**config.mk**
```make
export PLATFORM = sky130hd
export DESIGN_NAME = uart_ring_buffer_param
export DESIGN_NICKNAME = d
export VERILOG_FILES = /design/src/rtl/uart_ring_buffer_param.sv
export SDC_FILE = /design/constraint.sdc
export NUM_CORES = 1
export LEC_CHECK = 0
export BUFFER_PORTS_ARGS = -buffer_cell sky130_fd_sc_hd__buf_2
export CAP_MARGIN = 40
export CORE_ASPECT_RATIO = 1.4
export CORE_MARGIN = 3
export CORE_UTILIZATION = 45
export CTS_CLUSTER_SIZE = 25
export DETAILED_ROUTE_END_ITERATION = 10
export GPL_TIMING_DRIVEN = 1
export HOLD_SLACK_MARGIN = 0.15
export PLACE_DENSITY = 0.74
export SLEW_MARGIN = 5
export SYNTH_ARGS = -nofsm -noshare
export SYNTH_HDL_FRONTEND = slang
export SYNTH_SLANG_ARGS = --single-unit
```
**constraint.sdc**
```tcl
create_clock -name clk -period 2.7 [get_ports clk]
set_input_delay 0.405 -clock clk [delete_from_list [all_inputs] [get_ports clk]]
set_output_delay 0.405 -clock clk [all_outputs]
set_load 0.01 [all_outputs]
```
**src/rtl/uart_ring_buffer_param.sv**
```systemverilog
// Parametrised single-clock circular FIFO between a UART receiver and the bus side.
// Offers a selectable overflow policy, occupancy/threshold status, flush and a sticky overflow flag.
module uart_ring_buffer_param #(
  parameter int WIDTH             = 8,
  parameter int DEPTH             = 16,
  parameter int OVERWRITE         = 0,
  parameter int ALMOST_FULL_LEVEL = 12
) (
  input  logic                         clk,
  input  logic                         reset,
  input  logic                         writeEn,
  input  logic [WIDTH-1:0]             dataIn,
  input  logic                         readReq,
  input  logic                         flush,
  input  logic                         clearOverflow,
  output logic                         dataReadAck,
  output logic [WIDTH-1:0]             dataRead,
  output logic [$clog2(DEPTH+1)-1:0]   count,
  output logic                         empty,
  output logic                         full,
  output logic                         almostFull,
  output logic                         overflow
);
  localparam int PW = $clog2(DEPTH);
  localparam int CW = $clog2(DEPTH + 1);
  localparam logic [CW-1:0] LP_DEPTH = CW'(DEPTH);
  localparam logic [CW-1:0] LP_AF    = CW'(ALMOST_FULL_LEVEL);

  logic [WIDTH-1:0] r_mem [DEPTH];
  logic [PW-1:0]    r_wr_ptr;
  logic [PW-1:0]    r_rd_ptr;
  logic [CW-1:0]    r_count;
  logic             r_ack;
  logic [WIDTH-1:0] r_data;
  logic             r_ovf;

  logic w_full;
  logic w_rd_ok;
  logic w_ovf_evt;
  logic w_ovw;
  logic w_wr_ok;

  // A full buffer with a same-cycle read is not an overflow: the read frees the slot.
  always_comb begin
    w_full    = (r_count == LP_DEPTH);
    w_rd_ok   = readReq && (r_count != '0);
    w_ovf_evt = writeEn && w_full && !w_rd_ok;
    w_ovw     = w_ovf_evt && (OVERWRITE != 0);
    w_wr_ok   = writeEn && (!w_ovf_evt || w_ovw);
  end

  always_ff @(posedge clk) begin
    if (!reset && !flush && w_wr_ok) begin
      r_mem[r_wr_ptr] <= dataIn;
    end
  end

  always_ff @(posedge clk) begin
    if (reset) begin
      r_wr_ptr <= '0;
      r_rd_ptr <= '0;
      r_count  <= '0;
      r_ack    <= 1'b0;
      r_data   <= '0;
      r_ovf    <= 1'b0;
    end else if (flush) begin
      r_wr_ptr <= '0;
      r_rd_ptr <= '0;
      r_count  <= '0;
      r_ack    <= 1'b0;
      r_ovf    <= 1'b0;
    end else begin
      r_ack <= w_rd_ok;
      if (w_rd_ok) begin
        r_data <= r_mem[r_rd_ptr];
      end
      if (w_wr_ok) begin
        r_wr_ptr <= r_wr_ptr + PW'(1);
      end
      // Overwriting discards the oldest entry, so the read side moves with the write side.
      if (w_rd_ok || w_ovw) begin
        r_rd_ptr <= r_rd_ptr + PW'(1);
      end
      if (w_wr_ok && !w_rd_ok && !w_ovw) begin
        r_count <= r_count + CW'(1);
      end else if (w_rd_ok && !w_wr_ok) begin
        r_count <= r_count - CW'(1);
      end
      if (w_ovf_evt) begin
        r_ovf <= 1'b1;
      end else if (clearOverflow) begin
        r_ovf <= 1'b0;
      end
    end
  end

  assign dataReadAck = r_ack;
  assign dataRead    = r_data;
  assign count       = r_count;
  assign empty       = (r_count == '0);
  assign full        = (r_count == LP_DEPTH);
  assign almostFull  = (r_count >= LP_AF);
  assign overflow    = r_ovf;
endmodule

```
==> results of run 1 <==
critical path, cell delays in order (launching register included):
cell     delay, ns
dfxtp_2       0.32
or4_4         0.56
o21ai_2       0.17
ha_2          0.21
inv_2         0.06
fa_1          0.42
a21o_1        0.18
a21oi_1       0.19
mux2i_1       0.23
mux2i_1       0.19
cells in the final DEF (no fill, tap or decap), drive strengths merged, types with 8 or more instances in the layout:
cell type  instances
a211oi             8
buf               53
clkbuf            21
dfxtp             23
edfxtp           128
ha                 9
mux2i             67
nand2              9
nor2              47
o22ai             31
cells in the mapped netlist, types with 2 or more instances:
cell,instances
o22ai_1,31
dfxtp_1,23
nand3_1,4
ha_1,9
a21o_1,2
a21oi_1,3
inv_1,6
buf_2,12
nor2_1,47
xor2_1,6
mux2i_1,67
o211ai_1,2
a211oi_1,7
clkbuf_1,7
nand2_1,9
xnor2_1,3
or3_1,2
nor4_1,7
or3b_2,2
edfxtp_1,128
nand3b_1,4
registers in the layout, summed over array words and instances, names as in the netlist:
register and flops:
r_rd_ptr 4, overflow 1, r_wr_ptr 4, dataRead 8, dataReadAck 1, count 5, r_mem 128
repair_timing:
action,in CTS,in global routing
setup endpoints to repair,0,1
hold endpoints to repair,0,0
gates resized for setup,0,2
logic make-up (layout without fill, tap and decap cells):
family / count (synthesis) / after routing
buf+inv: 27 / 91
fa+ha+maj: 10 / 10
flops: 151 / 151
mux: 68 / 68
xor+xnor: 9 / 9
simple gates: 81 / 81
compound gates: 53 / 53
where the power goes:
part           internal, W  switching [W]
sequential         0.00257      0.0000340
clock              0.00141       0.000879
combinational     0.000199       0.000287
final timing paths:
check | cells past startpoint | startpoint | to
max reg2reg | 9 | count[0] | count[4]
max | 9 | count[0] | count[4]
min reg2reg | 2 | overflow | overflow
min | 4 | clearOverflow | overflow
layout make-up:
type | count | area [sq um]
multi-input cells | 221 | 1658
clock buffers | 21 | 460.4
clock inverters | 11 | 125.1
flip-flops and latches | 151 | 4310
repair buffers | 53 | 332.8
inverters | 6 | 22.52
well taps | 178 | 222.7
fillers | 1030 | 5927
metal layers:
metal  global-route usage  share of wire
met1               0.1988           0.39
met2               0.2922           0.51
met3              0.05213          0.058
met4              0.08543          0.036
met5                    0              0
through the flow:
step	utilization	setup WS (ns)
6_report	0.5461	0.1115
5_1_grt	0.5461	0.0006546
4_1_cts	0.5457	0.03442
3_5_place_dp	0.5008	0.06429
3_3_place_gp	0.5002	0.1291
2_1_floorplan	-	0.01131
==> flow_metrics.env, run 1 <==
export IMPL_status="finished clean"
export IMPL_tritoncts_num_buffers=17
export IMPL_final_cells=641
export IMPL_clock_sinks=151
export IMPL_yosysWarnings=0
export IMPL_crit_arrival_ns=2.94
export IMPL_fp_row_count=49
export IMPL_synthArstFlopShare=0
export IMPL_drtPass1Iterations=5
export IMPL_max_slew_margin_rel=0.4730
export IMPL_synth_top_area_frac=0.6322
export IMPL_clk_latency_ns=0.42
export IMPL_synth_area_sq_mm=0.006080
export IMPL_clockBufferDepth=2
export IMPL_syn_inst=399
export IMPL_dieArea_sq_mm=0.01496
export IMPL_p_leak_nw=2.349
export IMPL_synth_top_family_by_area="multiplexers"
export IMPL_overflow=0
export IMPL_r2r_slack_ns=0.11
export IMPL_synth_cell_types=39
export IMPL_drive_gt1_frac=0.2095
export IMPL_path_clk_slew_ns=0.06
export IMPL_wl_per_cell_microns=19.42
export IMPL_dieHeight_microns=143.5
export IMPL_routed_wl_microns=12450
export IMPL_antennaDiodeCount=0
export IMPL_yosysTopAreaCell="edfxtp_1"
export IMPL_synthTopCellsByArea="edfxtp_1 (63%), mux2i_1 (11%), dfxtp_1 (7.6%)"
export IMPL_synth_compound_area_frac=0.06133
export IMPL_hold_violations=0
export IMPL_via_per_inst=5.530
export IMPL_grt_first_pass_wirelength_microns=19080
export IMPL_max_vdd_ir_drop_mv=0.4491
export IMPL_endpoint_kind="flop"
export IMPL_synth_xor_area_share=0.01297
export IMPL_drt_iter0_drc=303
export IMPL_timing_fmax_ghz=0.3863
export IMPL_period_needed_ns=2.588
export IMPL_drc_errors=0
export IMPL_final_setup_viol_count=0
export IMPL_fin_skew_ns=0.009539
export IMPL_detailed_place_hpwl_microns=8366
export IMPL_port_buffers=31
export IMPL_p_per_area_mw_per_mm2=753.6
export IMPL_synth_edf_count=128
export IMPL_finalCritPeriodShare=0.9587
export IMPL_synth_nets=423
export IMPL_coreArea_sq_mm=0.01306
export IMPL_cts_hold_buf=0
export IMPL_fp_dieW_microns=104.2
export IMPL_rsz0062_at_grt="no"
export IMPL_hp_class="in -> reg"
export IMPL_crit_required_ns=3.05
export IMPL_synthMuxAreaShare=0.1140
export IMPL_synth_adder_area_share=0.02182
export IMPL_drtAntennaViolNets=0
export IMPL_dp_cells=609
export IMPL_antenna_found_initial=0
export IMPL_htreeDepth=4
export IMPL_fin_area_sq_mm=0.007132
export IMPL_grt_pass1_vias=3547
export IMPL_clockRootBuffer="clkbuf_16"
export IMPL_ys_ff_latch=151
export IMPL_grt_max_degree=41
export IMPL_ios=32
export IMPL_cp_start_kind="flop"
export IMPL_synthFlopType="edfxtp_1"
export IMPL_cp_max_fo=5
export IMPL_start_util=0.4656
export IMPL_postPlaceCellArea_sq_mm=0.006540
export IMPL_ys_seq_area_frac=0.7080
export IMPL_synth_area_per_cell_sq_um=15.24
export IMPL_cts_tree="done"
export IMPL_grtUsageTotal=0.1717
export IMPL_tns_ns=0
export IMPL_crit_type="reg -> reg"
export IMPL_report_final_slew_viol_count=0
export IMPL_timing_hold_ws_ns=0.2865
export IMPL_vias=3545
export IMPL_max_cap_viol_count=0
export IMPL_synth_simple_area_share=0.06154
export IMPL_postCtsSetupRepairBufs=0
export IMPL_worstMarginPinSlew_ns=0.7875
export IMPL_gp_congestion=0.8145
export IMPL_power_w=0.005375
export IMPL_nNetsFinal=474
export IMPL_syn_to_final_growth_pct=17.31
Power figures use the tool's default switching activity.
==> run 2, diff against run 1 <==
--- a/config.mk
+++ b/config.mk
@@ -10,11 +10,12 @@
 export CORE_ASPECT_RATIO = 1.4
 export CORE_MARGIN = 3
 export CORE_UTILIZATION = 45
-export CTS_CLUSTER_SIZE = 25
+export CTS_CLUSTER_SIZE = 20
 export DETAILED_ROUTE_END_ITERATION = 10
 export GPL_TIMING_DRIVEN = 1
 export HOLD_SLACK_MARGIN = 0.15
 export PLACE_DENSITY = 0.74
+export RECOVER_POWER = 25
 export SLEW_MARGIN = 5
 export SYNTH_ARGS = -nofsm -noshare
 export SYNTH_HDL_FRONTEND = slang
==> run 2 against run 1 <==
Non-clock buffer count unchanged. Worst hold slack improved by 0.0044 ns. Clock power about the same. Combinational power hardly changed. Worst setup slack barely moved. Via count down 0.20%. Die area stayed put. Cell area fell by 0.11%.
==> flow_metrics.env, run 2 (synthesized netlist as in run 1, its figures left out) <==
export IMPL_status="finished clean"
export IMPL_detailed_place_hpwl_microns=8366
export IMPL_grt_busiest_layer="met2"
export IMPL_max_slew_margin_rel=0.4612
export IMPL_cp_cell_sequence="or4_4, o21ai_2, ha_2, inv_2, fa_1, a21o_1, a21oi_1, mux2i_1, mux2i_1"
export IMPL_via_per_inst=5.520
export IMPL_crit_arrival_ns=2.94
export IMPL_crit_type="reg -> reg"
export IMPL_p_leak_nw=2.333
export IMPL_postCtsSetupRepairBufs=0
export IMPL_coreArea_sq_mm=0.01306
export IMPL_dieArea_sq_mm=0.01496
export IMPL_layout_commonest_cell="edfxtp_1"
export IMPL_endpoint_kind="flop"
export IMPL_worstMarginPinSlew_ns=0.8082
export IMPL_tritoncts_num_buffers=17
export IMPL_slowest_delay_ns=0.56
export IMPL_overflow=0
export IMPL_final_setup_viol_count=0
export IMPL_period_needed_ns=2.589
export IMPL_vias=3538
export IMPL_clock_sinks=151
export IMPL_start_util=0.4656
export IMPL_cp_start_kind="flop"
export IMPL_dpl_worst_slack_ns=0.06429
export IMPL_routed_wl_microns=12470
export IMPL_p_per_area_mw_per_mm2=753.6
export IMPL_htreeDepth=4
export IMPL_cts_hold_buf=0
export IMPL_report_final_slew_viol_count=0
export IMPL_cp_max_fo=5
export IMPL_fill_cells=1028
export IMPL_ios=32
export IMPL_grt_max_degree=41
export IMPL_antennaDiodeCount=0
export IMPL_crit_required_ns=3.05
export IMPL_grt_pass1_vias=3547
export IMPL_postPlaceCellArea_sq_mm=0.006540
export IMPL_max_cap_viol_count=0
export IMPL_regMostFlops="r_mem"
export IMPL_grtUsageTotal=0.1717
export IMPL_path_clk_slew_ns=0.06
export IMPL_largest_reg_flops=128
export IMPL_drtAntennaViolNets=0
export IMPL_clk_latency_ns=0.41
export IMPL_port_buffers=31
export IMPL_grt_util_met3=0.05213
export IMPL_hold_violations=0
export IMPL_fp_dieW_microns=104.2
export IMPL_gp_congestion=0.8145
export IMPL_ctsResizeCount=0
export IMPL_dieHeight_microns=143.5
export IMPL_critPathMostFrequentCell="mux2i_1"
export IMPL_antenna_found_initial=0
export IMPL_min_path_cells=4
export IMPL_clockBufferDepth=2
export IMPL_crit_buf_inv=1
export IMPL_grt_first_pass_wirelength_microns=19080
export IMPL_use_met2=0.2922
export IMPL_slowest_stage="or4_4"
export IMPL_timing_fmax_ghz=0.3863
export IMPL_drtPass1Iterations=5
export IMPL_crit_family="adder cells"
export IMPL_wl_per_cell_microns=19.45
export IMPL_max_vdd_ir_drop_mv=0.4414
export IMPL_cts_tree="done"
export IMPL_path_depth=9
export IMPL_worstRegToRegCells=9
export IMPL_drt_iter0_drc=302
export IMPL_tns_ns=0
export IMPL_clockRootBuffer="clkbuf_16"
export IMPL_syn_to_final_growth_pct=17.18
export IMPL_rsz0062_at_grt="no"
export IMPL_drive_gt1_frac=0.1965
export IMPL_multi_input_area_sq_mm=0.001658
export IMPL_finalCritPeriodShare=0.9588
export IMPL_nNetsFinal=474
export IMPL_final_cell_mix="edfxtp_1 (128), mux2i_1 (67), nor2_1 (47), o22ai_1 (31), buf_2 (25)"
export IMPL_drc_errors=0
export IMPL_seq_area_sq_mm=0.004310
export IMPL_fin_area_sq_mm=0.007124
export IMPL_fin_ws_ns=0.1113
export IMPL_use_met1=0.1988
export IMPL_fin_skew_ns=0.01015
export IMPL_fp_row_count=49
export IMPL_hp_class="in -> reg"
[run 2: path summary, 6_finish.rpt]
check | start | to | slack (ns)
setup reg to reg | count[0] | count[4] | 0.11
hold / removal | clearOverflow | overflow | 0.29
setup / recovery | count[0] | count[4] | 0.11
hold reg to reg | overflow | overflow | 0.49
[run 2: final cells by class]
type / instances / area share
well taps: 178 / 0.03126
inverters: 6 / 0.003161
flip-flops and latches: 151 / 0.6050
clock buffers: 21 / 0.06463
clock inverters: 11 / 0.01756
multi-input cells: 221 / 0.2327
repair buffers: 53 / 0.04566
[run 2: power by group]
part | internal [W] | switching (W)
registers | 0.00257 | 0.0000340
logic | 0.000197 | 0.000287
clock network | 0.00141 | 0.000873
total | 0.00418 | 0.00119
[run 2: routing by layer]
layer / vias to the layer above / part of all wire / routed length [microns]
met5: - / 0 / 0
met4: 0 / 0.032 / 401
met3: 29 / 0.057 / 716
met2: 119 / 0.51 / 6401
met1: 1758 / 0.40 / 4948
li1: 1632 / - / -
[run 2: metrics by stage]
step	hold WS, ns	instances	power, W	util
floorplan	0.5039	399	0.002941	-
detailed placement	0.4731	609	0.003125	0.5008
CTS	0.2706	641	0.005386	0.5457
global placement	0.4732	608	0.003103	0.5002
global route	0.3452	641	0.005541	0.5456
finish	0.2909	641	0.005369	0.5456
[run 2: tightest hold or removal path: stages]
cell and delay [ns]:
buf_2 0.09, inv_1 0.05, a32oi_1 0.04, nor2_1 0.07
==> run 3, diff against run 2 <==
--- a/config.mk
+++ b/config.mk
@@ -7,14 +7,16 @@
 export LEC_CHECK = 0
 export BUFFER_PORTS_ARGS = -buffer_cell sky130_fd_sc_hd__buf_2
 export CAP_MARGIN = 40
+export CELL_PAD_IN_SITES_DETAIL_PLACEMENT = 1
+export CELL_PAD_IN_SITES_GLOBAL_PLACEMENT = 2
 export CORE_ASPECT_RATIO = 1.4
 export CORE_MARGIN = 3
-export CORE_UTILIZATION = 45
+export CORE_UTILIZATION = 47
 export CTS_CLUSTER_SIZE = 20
 export DETAILED_ROUTE_END_ITERATION = 10
 export GPL_TIMING_DRIVEN = 1
 export HOLD_SLACK_MARGIN = 0.15
-export PLACE_DENSITY = 0.74
+export PLACE_DENSITY = 0.92
 export RECOVER_POWER = 25
 export SLEW_MARGIN = 5
 export SYNTH_ARGS = -nofsm -noshare
==> constraint.sdc (replaced) <==
create_clock -name clk -period 3 [get_ports clk]
set_input_delay 0.45 -clock clk [delete_from_list [all_inputs] [get_ports clk]]
set_output_delay 0.45 -clock clk [all_outputs]
set_load 0.01 [all_outputs]
==> run 3 against run 2 <==
Power fell by 8.0%. Sequential share of layout area increased by 0.35 points. Count of clock-buffer cells in the layout shrank 1. Final cell count down 4.8%. Die area shrank 4.0%. Critical endpoint unchanged. Combinational power down 14%. Non-clock buffer count decreased by 3.
==> flow_metrics.env, run 3 (synthesized netlist as in run 1, its figures left out) <==
export IMPL_grt_max_degree=35
export IMPL_dp_cells=578
export IMPL_detailed_place_hpwl_microns=9253
export IMPL_finish_utilization=0.5667
export IMPL_r2r_slack_ns=0.26
export IMPL_port_buffers=31
export IMPL_use_met1=0.2553
export IMPL_final_cell_mix="edfxtp_1 (128), mux2i_1 (67), nor2_1 (47), o22ai_1 (31), buf_2 (26)"
export IMPL_finalCritPeriodShare=0.9148
export IMPL_max_cap_viol_count=0
export IMPL_status="finished clean"
export IMPL_grtUsageTotal=0.2142
export IMPL_dieHeight_microns=140.6
export IMPL_tritoncts_num_buffers=17
export IMPL_max_vdd_ir_drop_mv=0.4502
export IMPL_antenna_found_initial=0
export IMPL_fp_dieW_microns=102.1
export IMPL_use_met2=0.3563
export IMPL_largest_reg_flops=128
export IMPL_worstRegToRegCells=9
export IMPL_vias=3608
export IMPL_cp_max_fo=6
export IMPL_rsz0062_at_grt="no"
export IMPL_via_per_inst=5.915
export IMPL_drtPass1Iterations=5
export IMPL_grt_pass1_vias=3870
export IMPL_seq_power_share=0.475
export IMPL_timing_fmax_ghz=0.3644
export IMPL_final_cells=610
export IMPL_report_final_slew_viol_count=0
export IMPL_overflow=0
export IMPL_power_frac_comb=0.084
export IMPL_p_clk_frac=0.441
export IMPL_cp_start_kind="flop"
export IMPL_crit_path_start="count[1]"
export IMPL_drt_iter0_drc=282
export IMPL_grt_busiest_layer="met2"
export IMPL_postPlaceCellArea_sq_mm=0.006480
export IMPL_drtAntennaViolNets=0
export IMPL_clockRootBuffer="clkbuf_16"
export IMPL_cts_hold_buf=0
export IMPL_dieArea_sq_mm=0.01436
export IMPL_crit_type="reg -> reg"
export IMPL_fill_cells=1210
export IMPL_fin_area_sq_mm=0.007079
export IMPL_postCtsSetupRepairBufs=0
export IMPL_crit_required_ns=3.35
export IMPL_period_needed_ns=2.744
export IMPL_p_per_area_mw_per_mm2=698.1
export IMPL_clock_sinks=151
export IMPL_coreArea_sq_mm=0.01249
export IMPL_switchingPower_w=0.001119
export IMPL_endpoint_kind="flop"
export IMPL_hp_class="in -> reg"
export IMPL_r2r_end="count[4]"
export IMPL_fin_skew_ns=0.008663
export IMPL_drc_errors=0
export IMPL_htreeDepth=4
export IMPL_cts_tree="done"
export IMPL_max_slew_margin_rel=0.4432
export IMPL_grt_util_met3=0.04455
export IMPL_timing_rr_start="count[1]"
export IMPL_layout_commonest_cell="edfxtp_1"
export IMPL_start_util=0.4867
export IMPL_antennaDiodeCount=0
export IMPL_grt_first_pass_wirelength_microns=22210
export IMPL_hold_violations=0
export IMPL_crit_arrival_ns=3.10
export IMPL_wl_per_cell_microns=23.40
export IMPL_nNetsFinal=471
export IMPL_tns_ns=0
export IMPL_gp_congestion=0.7895
export IMPL_swShare=0.2265
export IMPL_final_setup_viol_count=0
export IMPL_ctsResizeCount=0
export IMPL_worstMarginPinSlew_ns=0.8321
export IMPL_syn_to_final_growth_pct=16.44
export IMPL_crit_path_end="count[4]"
export IMPL_path_clk_slew_ns=0.06
export IMPL_drive_gt1_frac=0.1848
export IMPL_routed_wl_microns=14270
export IMPL_internal_power_w=0.003823
export IMPL_regMostFlops="r_mem"
export IMPL_clk_latency_ns=0.42
export IMPL_clockBufferDepth=2
export IMPL_p_leak_nw=2.337
export IMPL_ios=32
export IMPL_fp_row_count=48
==> run 3: changes by cell type in the layout (fill, tap and decap cells not counted), moves of 2 or more <==
cell and delta:
clkinv_2 +2, clkbuf_1 -2, buf_4 -3, dfxtp_2 -2
dfxtp_1 +2
==> run 3: worst min path at each step <==
stage / startpoint / to / slack [ns] / depth (start not counted)
4_1_cts: clearOverflow / overflow / 0.31 / 4
2_1_floorplan: dataRead[6] / dataRead[6] / 0.52 / 2
6_report: clearOverflow / overflow / 0.32 / 4
3_5_place_dp: overflow / overflow / 0.49 / 2
5_1_grt: reset / dataRead[5] / 0.37 / 2
3_3_place_gp: overflow / overflow / 0.47 / 2
==> run 3: power groups by stage <==
stage / combinational, W / clock (W) / sequential, W
3_3_place_gp: 0.000402 / 0 / 0.00239
4_1_cts: 0.000421 / 0.00221 / 0.00235
5_1_grt: 0.000460 / 0.00230 / 0.00235
2_1_floorplan: 0.000247 / 0 / 0.00240
6_report: 0.000415 / 0.00218 / 0.00235
3_5_place_dp: 0.000417 / 0 / 0.00239
==> run 3: through the flow <==
| step | power (W) | worst slack (ns) | hold WS [ns] |
|---|---|---|---|
| finish | 0.004942 | 0.2556 | 0.3219 |
| detailed placement | 0.002808 | 0.2538 | 0.4936 |
| global route | 0.005112 | 0.08855 | 0.3718 |
| CTS | 0.004983 | 0.2340 | 0.3057 |
| floorplan | 0.002645 | 0.2259 | 0.5181 |
| global placement | 0.002788 | 0.3338 | 0.4682 |
==> run 3: per-layer routing <==
layer,vias up,wire (microns)
li1,1627,-
met1,1810,5453
met2,130,7449
met3,41,670
met4,0,699
met5,-,0
==> run 3: worst max-delay path, stage by stage, from the launching register on <==
cell and delay, ns:
dfxtp_1 0.37, or4_1 0.60, o21a_1 0.24, ha_1 0.21
inv_1 0.16, ha_1 0.29, a21o_1 0.20, a21oi_1 0.18
mux2i_1 0.24, mux2i_1 0.19
==> run 3: final cells by class <==
class | instances | area, sq um | area share
timing repair buffer | 50 | 304.0 | 0.04295
tap | 150 | 187.7 | 0.02651
inverter | 6 | 22.52 | 0.003181
clock buffer | 20 | 456.7 | 0.06451
sequential | 151 | 4308 | 0.6085
multi-input combinational | 221 | 1652 | 0.2333
clock inverter | 12 | 148.9 | 0.02103
